### src/rtl/edge_event_arbiter.sv
// Rising-edge detector feeding a round-robin, one-event-per-channel scheduler over valid/ready.
// Optional macro EDGE_ARB_SYNC_EN inserts a 2-flop synchroniser on every level input.
module edge_event_arbiter #(
    parameter int unsigned N   = 4,
    parameter int unsigned IDW = $clog2(N)
) (
    input  logic           clk,
    input  logic           reset,
    input  logic [N-1:0]   level,
    input  logic           evt_ready,
    input  logic           clr_overflow,
    output logic           evt_valid,
    output logic [IDW-1:0] evt_id,
    output logic [N-1:0]   pending,
    output logic [N-1:0]   overflow
);

    typedef enum logic [1:0] {
        StIdle  = 2'b01,
        StOffer = 2'b10
    } state_e;

    state_e         state_q, state_d;
    logic [N-1:0]   lvl;
    logic [N-1:0]   prev_q, prev_d;
    logic [N-1:0]   rise;
    logic [N-1:0]   accept_vec;
    logic [N-1:0]   pending_q, pending_d;
    logic [N-1:0]   overflow_q, overflow_d;
    logic [IDW-1:0] evt_id_q, evt_id_d;
    logic [IDW-1:0] ptr_q, ptr_d;
    logic           accept;
    logic           grant_found;
    logic [IDW-1:0] grant_id;
    logic [IDW-1:0] search_id;
    int unsigned    search_idx;

`ifdef EDGE_ARB_SYNC_EN
    logic [N-1:0] sync1_q, sync1_d;
    logic [N-1:0] sync2_q, sync2_d;

    always_comb begin
        sync1_d = level;
        sync2_d = sync1_q;
    end

    always_ff @(posedge clk or posedge reset) begin
        if (reset) begin
            sync1_q <= '0;
            sync2_q <= '0;
        end else begin
            sync1_q <= sync1_d;
            sync2_q <= sync2_d;
        end
    end

    assign lvl = sync2_q;
`else
    assign lvl = level;
`endif

    // Only an offered event can be accepted; ready while idle is ignored.
    assign accept = (state_q == StOffer) & evt_ready;

    always_comb begin
        prev_d = lvl;
        rise   = lvl & ~prev_q;
        for (int unsigned i = 0; i < N; i++) begin
            accept_vec[i] = accept & (evt_id_q == IDW'(i));
        end
    end

    // A rise coincident with acceptance re-arms the channel; a rise onto an
    // unaccepted pending event is lost and recorded, winning over a clear.
    always_comb begin
        pending_d  = rise | (pending_q & ~accept_vec);
        overflow_d = (rise & pending_q & ~accept_vec) | (overflow_q & {N{~clr_overflow}});
    end

    // Round-robin search starting at ptr, wrapping explicitly at N-1.
    always_comb begin
        grant_found = 1'b0;
        grant_id    = '0;
        search_idx  = 0;
        search_id   = '0;
        for (int unsigned k = 0; k < N; k++) begin
            search_idx = 32'(ptr_q) + k;
            if (search_idx >= N) begin
                search_idx = search_idx - N;
            end
            search_id = IDW'(search_idx);
            if (!grant_found && pending_q[search_id]) begin
                grant_found = 1'b1;
                grant_id    = search_id;
            end
        end
    end

    always_comb begin
        state_d  = state_q;
        evt_id_d = evt_id_q;
        ptr_d    = ptr_q;
        case (state_q)
            StIdle: begin
                if (grant_found) begin
                    state_d  = StOffer;
                    evt_id_d = grant_id;
                end
            end
            StOffer: begin
                if (evt_ready) begin
                    state_d = StIdle;
                    if (evt_id_q == IDW'(N - 1)) begin
                        ptr_d = '0;
                    end else begin
                        ptr_d = evt_id_q + IDW'(1);
                    end
                end
            end
            default: begin
                state_d = StIdle;
            end
        endcase
    end

    always_ff @(posedge clk or posedge reset) begin
        if (reset) begin
            state_q    <= StIdle;
            prev_q     <= '0;
            pending_q  <= '0;
            overflow_q <= '0;
            evt_id_q   <= '0;
            ptr_q      <= '0;
        end else begin
            state_q    <= state_d;
            prev_q     <= prev_d;
            pending_q  <= pending_d;
            overflow_q <= overflow_d;
            evt_id_q   <= evt_id_d;
            ptr_q      <= ptr_d;
        end
    end

    assign evt_valid = (state_q == StOffer);
    assign evt_id    = evt_id_q;
    assign pending   = pending_q;
    assign overflow  = overflow_q;

endmodule

### config.mk
export PLATFORM = sky130hd
export DESIGN_NAME = edge_event_arbiter
export DESIGN_NICKNAME = d
export VERILOG_FILES = /design/src/rtl/edge_event_arbiter.sv
export SDC_FILE = /design/constraint.sdc
export NUM_CORES = 1
export LEC_CHECK = 0
export ABC_AREA = 0
export CORE_MARGIN = 1
export CORE_UTILIZATION = 47
export CTS_CLUSTER_SIZE = 30
export DETAILED_ROUTE_END_ITERATION = 10
export GPL_ROUTABILITY_DRIVEN = 0
export PLACE_DENSITY = 0.81
export SLEW_MARGIN = 10
export SYNTH_ARGS = -nofsm -noshare
export SYNTH_HDL_FRONTEND = slang
export SYNTH_SLANG_ARGS = --single-unit
### constraint.sdc
create_clock -name clk -period 1.7 [get_ports clk]
set_input_delay 0.17 -clock clk [delete_from_list [all_inputs] [get_ports clk]]
set_output_delay 0.17 -clock clk [all_outputs]
set_load 0.1 [all_outputs]
### Word-level counts from Yosys, hierarchy flattened

Cells that the tools add are included.

| cells by class | value |
|---|---|
| add/subtract/negate cells | 8 |
| $mul | 0 |
| divide/modulo/power cells | 0 |
| order comparisons | 8 |
| equality and inequality tests | 7 |
| shifts and indexed selects | 0 |
| muxes and demuxes | 24 |
| bitwise logic cells | 15 |
| reduce and logical (&&, ||, !) cells | 10 |

Operators with widths:

| cell | number |
|---|---|
| 2-bit two-way mux | 11 |
| 4-bit bitwise AND | 5 |
| 2-bit by 3-bit < comparator with 1-bit output, second input constant | 4 |
| 3-bit greater-or-equal comparator, second input constant | 3 |
| 1-bit binary-select mux with 2-bit select | 4 |
| 1-bit two-way mux | 8 |
| 4-bit inverter | 2 |
| 4-bit bitwise OR | 2 |
| 2-bit by 1-bit subtractor with 2-bit output, second input constant | 4 |
| 2-bit by 2-bit adder with 3-bit output, second input constant | 2 |
| 2-bit equality test, second input constant | 3 |
| 2-bit AND reduction | 3 |
| 1-bit bitwise AND | 5 |
| 2-bit by 1-bit equality test with 1-bit output, second input constant | 2 |
| 2-bit inequality test, second input constant | 2 |
| 2-bit case mux with 2 select lines | 1 |
| 2-bit by 1-bit adder with 3-bit output, second input constant | 1 |
| 2-bit by 3-bit greater-or-equal comparator with 1-bit output, second input constant | 1 |
| 1-bit logical AND | 3 |
| 1-bit zero test | 3 |
| 2-bit by 1-bit adder with 2-bit output, second input constant | 1 |
| 2-bit zero test | 1 |
| 1-bit inverter | 1 |

| storage, ports and cells | value |
|---|---|
| bits in registers | 18 |
| bits in latches | 0 |
| bits in writable memories | 0 |
| memory bits (read-only) | 0 |
| input bits | 8 |
| output and inout port bits | 11 |
| logic and storage cells | 78 |
| memories kept | 0 |

### Logic depth before layout (Yosys ltp)

| depth | value |
|---|---|
| depth after elaboration | 16 |
| mapped depth | 5 |
| depth with buffers taken out | 5 |

### Worst setup path before layout

Ideal clock, no wire load.

| timing | value |
|---|---|
| kind | reg2reg |
| from | reg pending_q[0] (netlist: pending[0]) |
| to | reg evt_id_q[1] (netlist: evt_id[1]) |
| setup time | 128 ps |
| arrival | 1,794 ps |
| slack | -221 ps |
| stages on the path, launching flop included | 4 |
| cells stage by stage | dfrtp_1 > or4b_1 > a211oi_2 > o31ai_1 |

| between the ends | value |
|---|---|
| cells in the longest elaborated chain, start to end | 13 |
| elaborated cells on any way between the ends | 23 |
| those cells by class | mux (16); reduce/logical (7) |

RTL lines:

| element | line | source |
|---|---|---|
| start, declared | 28 | `logic [N-1:0] pending_q, pending_d;` |
| start signal, assigned | 137 | `pending_q <= pending_d;` |
| 1-bit binary-select mux with 2-bit select | 92 | `if (!grant_found && pending_q[search_id]) begin` |
| 1-bit two-way mux (implied by the code) | 92 |  |
| 1-bit two-way mux | 92 |  |
| 1-bit zero test | 92 |  |
| 1-bit logical AND | 92 |  |
| 1-bit two-way mux | 92 |  |
| 1-bit zero test | 92 |  |
| 1-bit logical AND | 92 |  |
| 1-bit two-way mux | 92 |  |
| 1-bit zero test | 92 |  |
| 1-bit logical AND | 92 |  |
| 1-bit two-way mux | 92 |  |
| 2-bit AND reduction (no source line) | -- |  |
| end signal, assigned | 139 | `evt_id_q <= evt_id_d;` |
| end, declared | 30 | `logic [IDW-1:0] evt_id_q, evt_id_d;` |

Parallel ways exist; a longest one is shown, timed or not. The select of a mux whose other input is x is not followed.
A chain may end at the register's enable or synchronous reset.

### Final worst setup path

| timing | value |
|---|---|
| from | reg pending_q[1] (netlist: pending[1]) |
| to | reg evt_id_q[1] (netlist: evt_id[1]) |

Same word-level chain as after synthesis.

==> metrics <==
initial antenna violation count 0; violated checks design-rule violations; worst relative slew slack 0.717; crit path cell chain or4b_1 > a211oi_2 > o31ai_1; syn_nets 90; Worst Tran Pin Value 0.419 ns; CTS root buf clkbuf_4; Core ar. 0.00158 mm²; worst path buffer plus inverter count 0; fin cells 117; routed len/inst 13.3 µm; Hold Slack 0.164 ns; Synth Area per Inst 10.5 µm²; startpoint types register; first-pass GRT wire length 2650 µm; CTS Buf Count 3; Area growth, synth to finish 37.8%; largest net degree at the start of global routing 19; Power Dens Cells 2000 mW/mm²; Worst EP required 1.90 ns; I/O pins 19; Setup Crit Path Kind register to register; final wirelength 1560 µm; Post-CTS Setup Inserts 0; H-tree Lvls 1; mapped cell area 821 µm²; commonest non-fill, non-tap cell in the layout nand2_1; layout cells sized above 1 0.267; starting density of the core 0.521; Unique masters post-synth 24; max-slew violation count 0; Nets 114; maxcap violations 0; worst setup margin 0.244 ns; FF+latch area 458 µm²; vias per cell 5.54; sequential share of the synthesized area 0.550; die area 0.00192 mm²; max frequency 687 MHz; vias 648; Die X 43.8 µm; Top delay family on crit path simple AND/OR/NAND/NOR gates; Inserted Diodes 0; post-cts gate resize count 0; status finished with violations; Seq cells post-synth 18; Rows 14; total number of yosys warnings 0; min Tclk post-route 1.46 ns; Final Hold Viols 0; Clock Pin Slew Worst Setup and Hold Paths 0.11 ns; initial drt markers 13; CP endpoint kind register; commonest non-fill, non-tap cells in the layout 13 x nand2_1, 12 x dfrtp_1, 8 x inv_1; Post-CTS Hold Buffers 0; router iterations before antenna repair 7; Die Y 43.8 µm; Layout Skew 0.00942 ns; largest stage delay on the critical path 0.56 ns; Multi-input gate area 332 µm²; Data arrival, critical path 1.66 ns; synthesized netlist cell count 78; Sink Count 18; fillcell total 117; setup_tns 0 ns; Clock Path Buffers 2; GRT Residual Overflow 0; antenna viol nets, final 0; Port-buffer cells 18; vias in the first global route 655; peak supply drop 0.000976 V; # DRC 2; Placed Cells 113; Worst Hold Class input port to async pin; Post-Place Worst Slack 0.255 ns; period utilization 0.857; CP max stage cell or4b_1; crit path max fanout 9; Leak 0.528 nW; GRT Total Usage 0.192; Clock Latency Late Sink 0.30 ns; final setup vio count 0; RSZ-0062 raised after global routing no; CTS tree yes
==> worst min-delay path: stages <==
cell and delay [ns]:
clkdlybuf4s50_1 0.39, inv_1 0.05, buf_4 0.24
==> area by class of cell <==
| class | count | area share |
|---|---|---|
| timing repair buffer | 19 | 0.219 |
| multi-input combinational | 50 | 0.293 |
| tap | 16 | 0.0177 |
| inverter | 10 | 0.0332 |
| sequential | 18 | 0.405 |
| clock buffer | 4 | 0.0321 |
==> per-layer routing <==
layer | wire, µm | vias to the layer above | part of all wire | GRT usage
met4 | 25 | 0 | 0.016 | 0.0750
met3 | 47 | 2 | 0.030 | 0.0375
met2 | 793 | 17 | 0.51 | 0.346
li1 | - | 312 | - | -
met5 | 0 | - | 0 | 0
met1 | 689 | 317 | 0.44 | 0.223
==> logic make-up (layout without fill, tap and decap cells) <==
group                      Yosys count  after routing  synth area share
and+or+nand+nor                     31             31             0.200
AOI/OAI and AO/OA                   13             13             0.117
adders and majority gates            4              4            0.0610
DFF                                 18             18             0.550
buffers and inverters               10             33            0.0457
muxes                                2              2            0.0259
==> cells in the mapped netlist <==
| cell type | number | area share |
|---|---|---|
| nand2_1 | 13 | 0.059 |
| o21ai_2 | 1 | 0.011 |
| ha_1 | 4 | 0.061 |
| or4_1 | 1 | 0.0091 |
| a211oi_2 | 1 | 0.015 |
| o21ai_0 | 2 | 0.012 |
| nor2b_1 | 2 | 0.015 |
| inv_2 | 2 | 0.0091 |
| o21ai_1 | 1 | 0.0061 |
| mux2i_1 | 1 | 0.012 |
| nand3b_2 | 1 | 0.014 |
| nor2_1 | 2 | 0.0091 |
| nand2b_1 | 5 | 0.038 |
| o22ai_1 | 4 | 0.030 |
| nand3b_1 | 2 | 0.018 |
| mux2_1 | 1 | 0.014 |
| o2111a_1 | 1 | 0.014 |
| dfrtp_1 | 17 | 0.52 |
| o311ai_0 | 1 | 0.011 |
| dfstp_2 | 1 | 0.032 |
| o31ai_1 | 2 | 0.018 |
| inv_1 | 8 | 0.037 |
| or4b_1 | 1 | 0.012 |
| nand3_1 | 4 | 0.024 |
==> where the power goes <==
part           internal (mW)  leakage [nW]  total (mW)  switching, mW
clock network          0.131        0.0210       0.268          0.138
logic                  0.438         0.307        1.27          0.829
registers              0.565         0.201       0.731          0.166
==> state kept, by name (all words and copies together), names as in the netlist <==
name / cells
state_q: 2
pending: 4
prev_q: 4
ptr_q: 2
overflow: 4
evt_id: 2
==> worst paths after layout <==
check                                      from                endpoint  slack, ns  cells past startpoint
setup / recovery           pending[1]$_DFF_PP0_   evt_id[1]$_DFFE_PP0P_       0.24                      3
hold / removal                            reset     prev_q[3]$_DFF_PP0_       0.16                      3
setup reg to reg           pending[1]$_DFF_PP0_   evt_id[1]$_DFFE_PP0P_       0.24                      3
hold reg to reg             prev_q[0]$_DFF_PP0_    pending[0]$_DFF_PP0_       0.51                      2
max in group asynchronous                 reset  state_q[0]$_DFFE_PP1P_       1.28                      3
min in group clk                       level[3]     prev_q[3]$_DFF_PP0_       0.32                      1
==> metrics by stage <==
step	utilization	power [mW]	area, µm²
floorplan	-	1.57	827
global placement	0.694	1.96	1090
detailed placement	0.694	2.01	1090
CTS	0.717	2.28	1130
global route	0.717	2.37	1130
finish	0.717	2.27	1130
(Power assumes the default switching activity.)
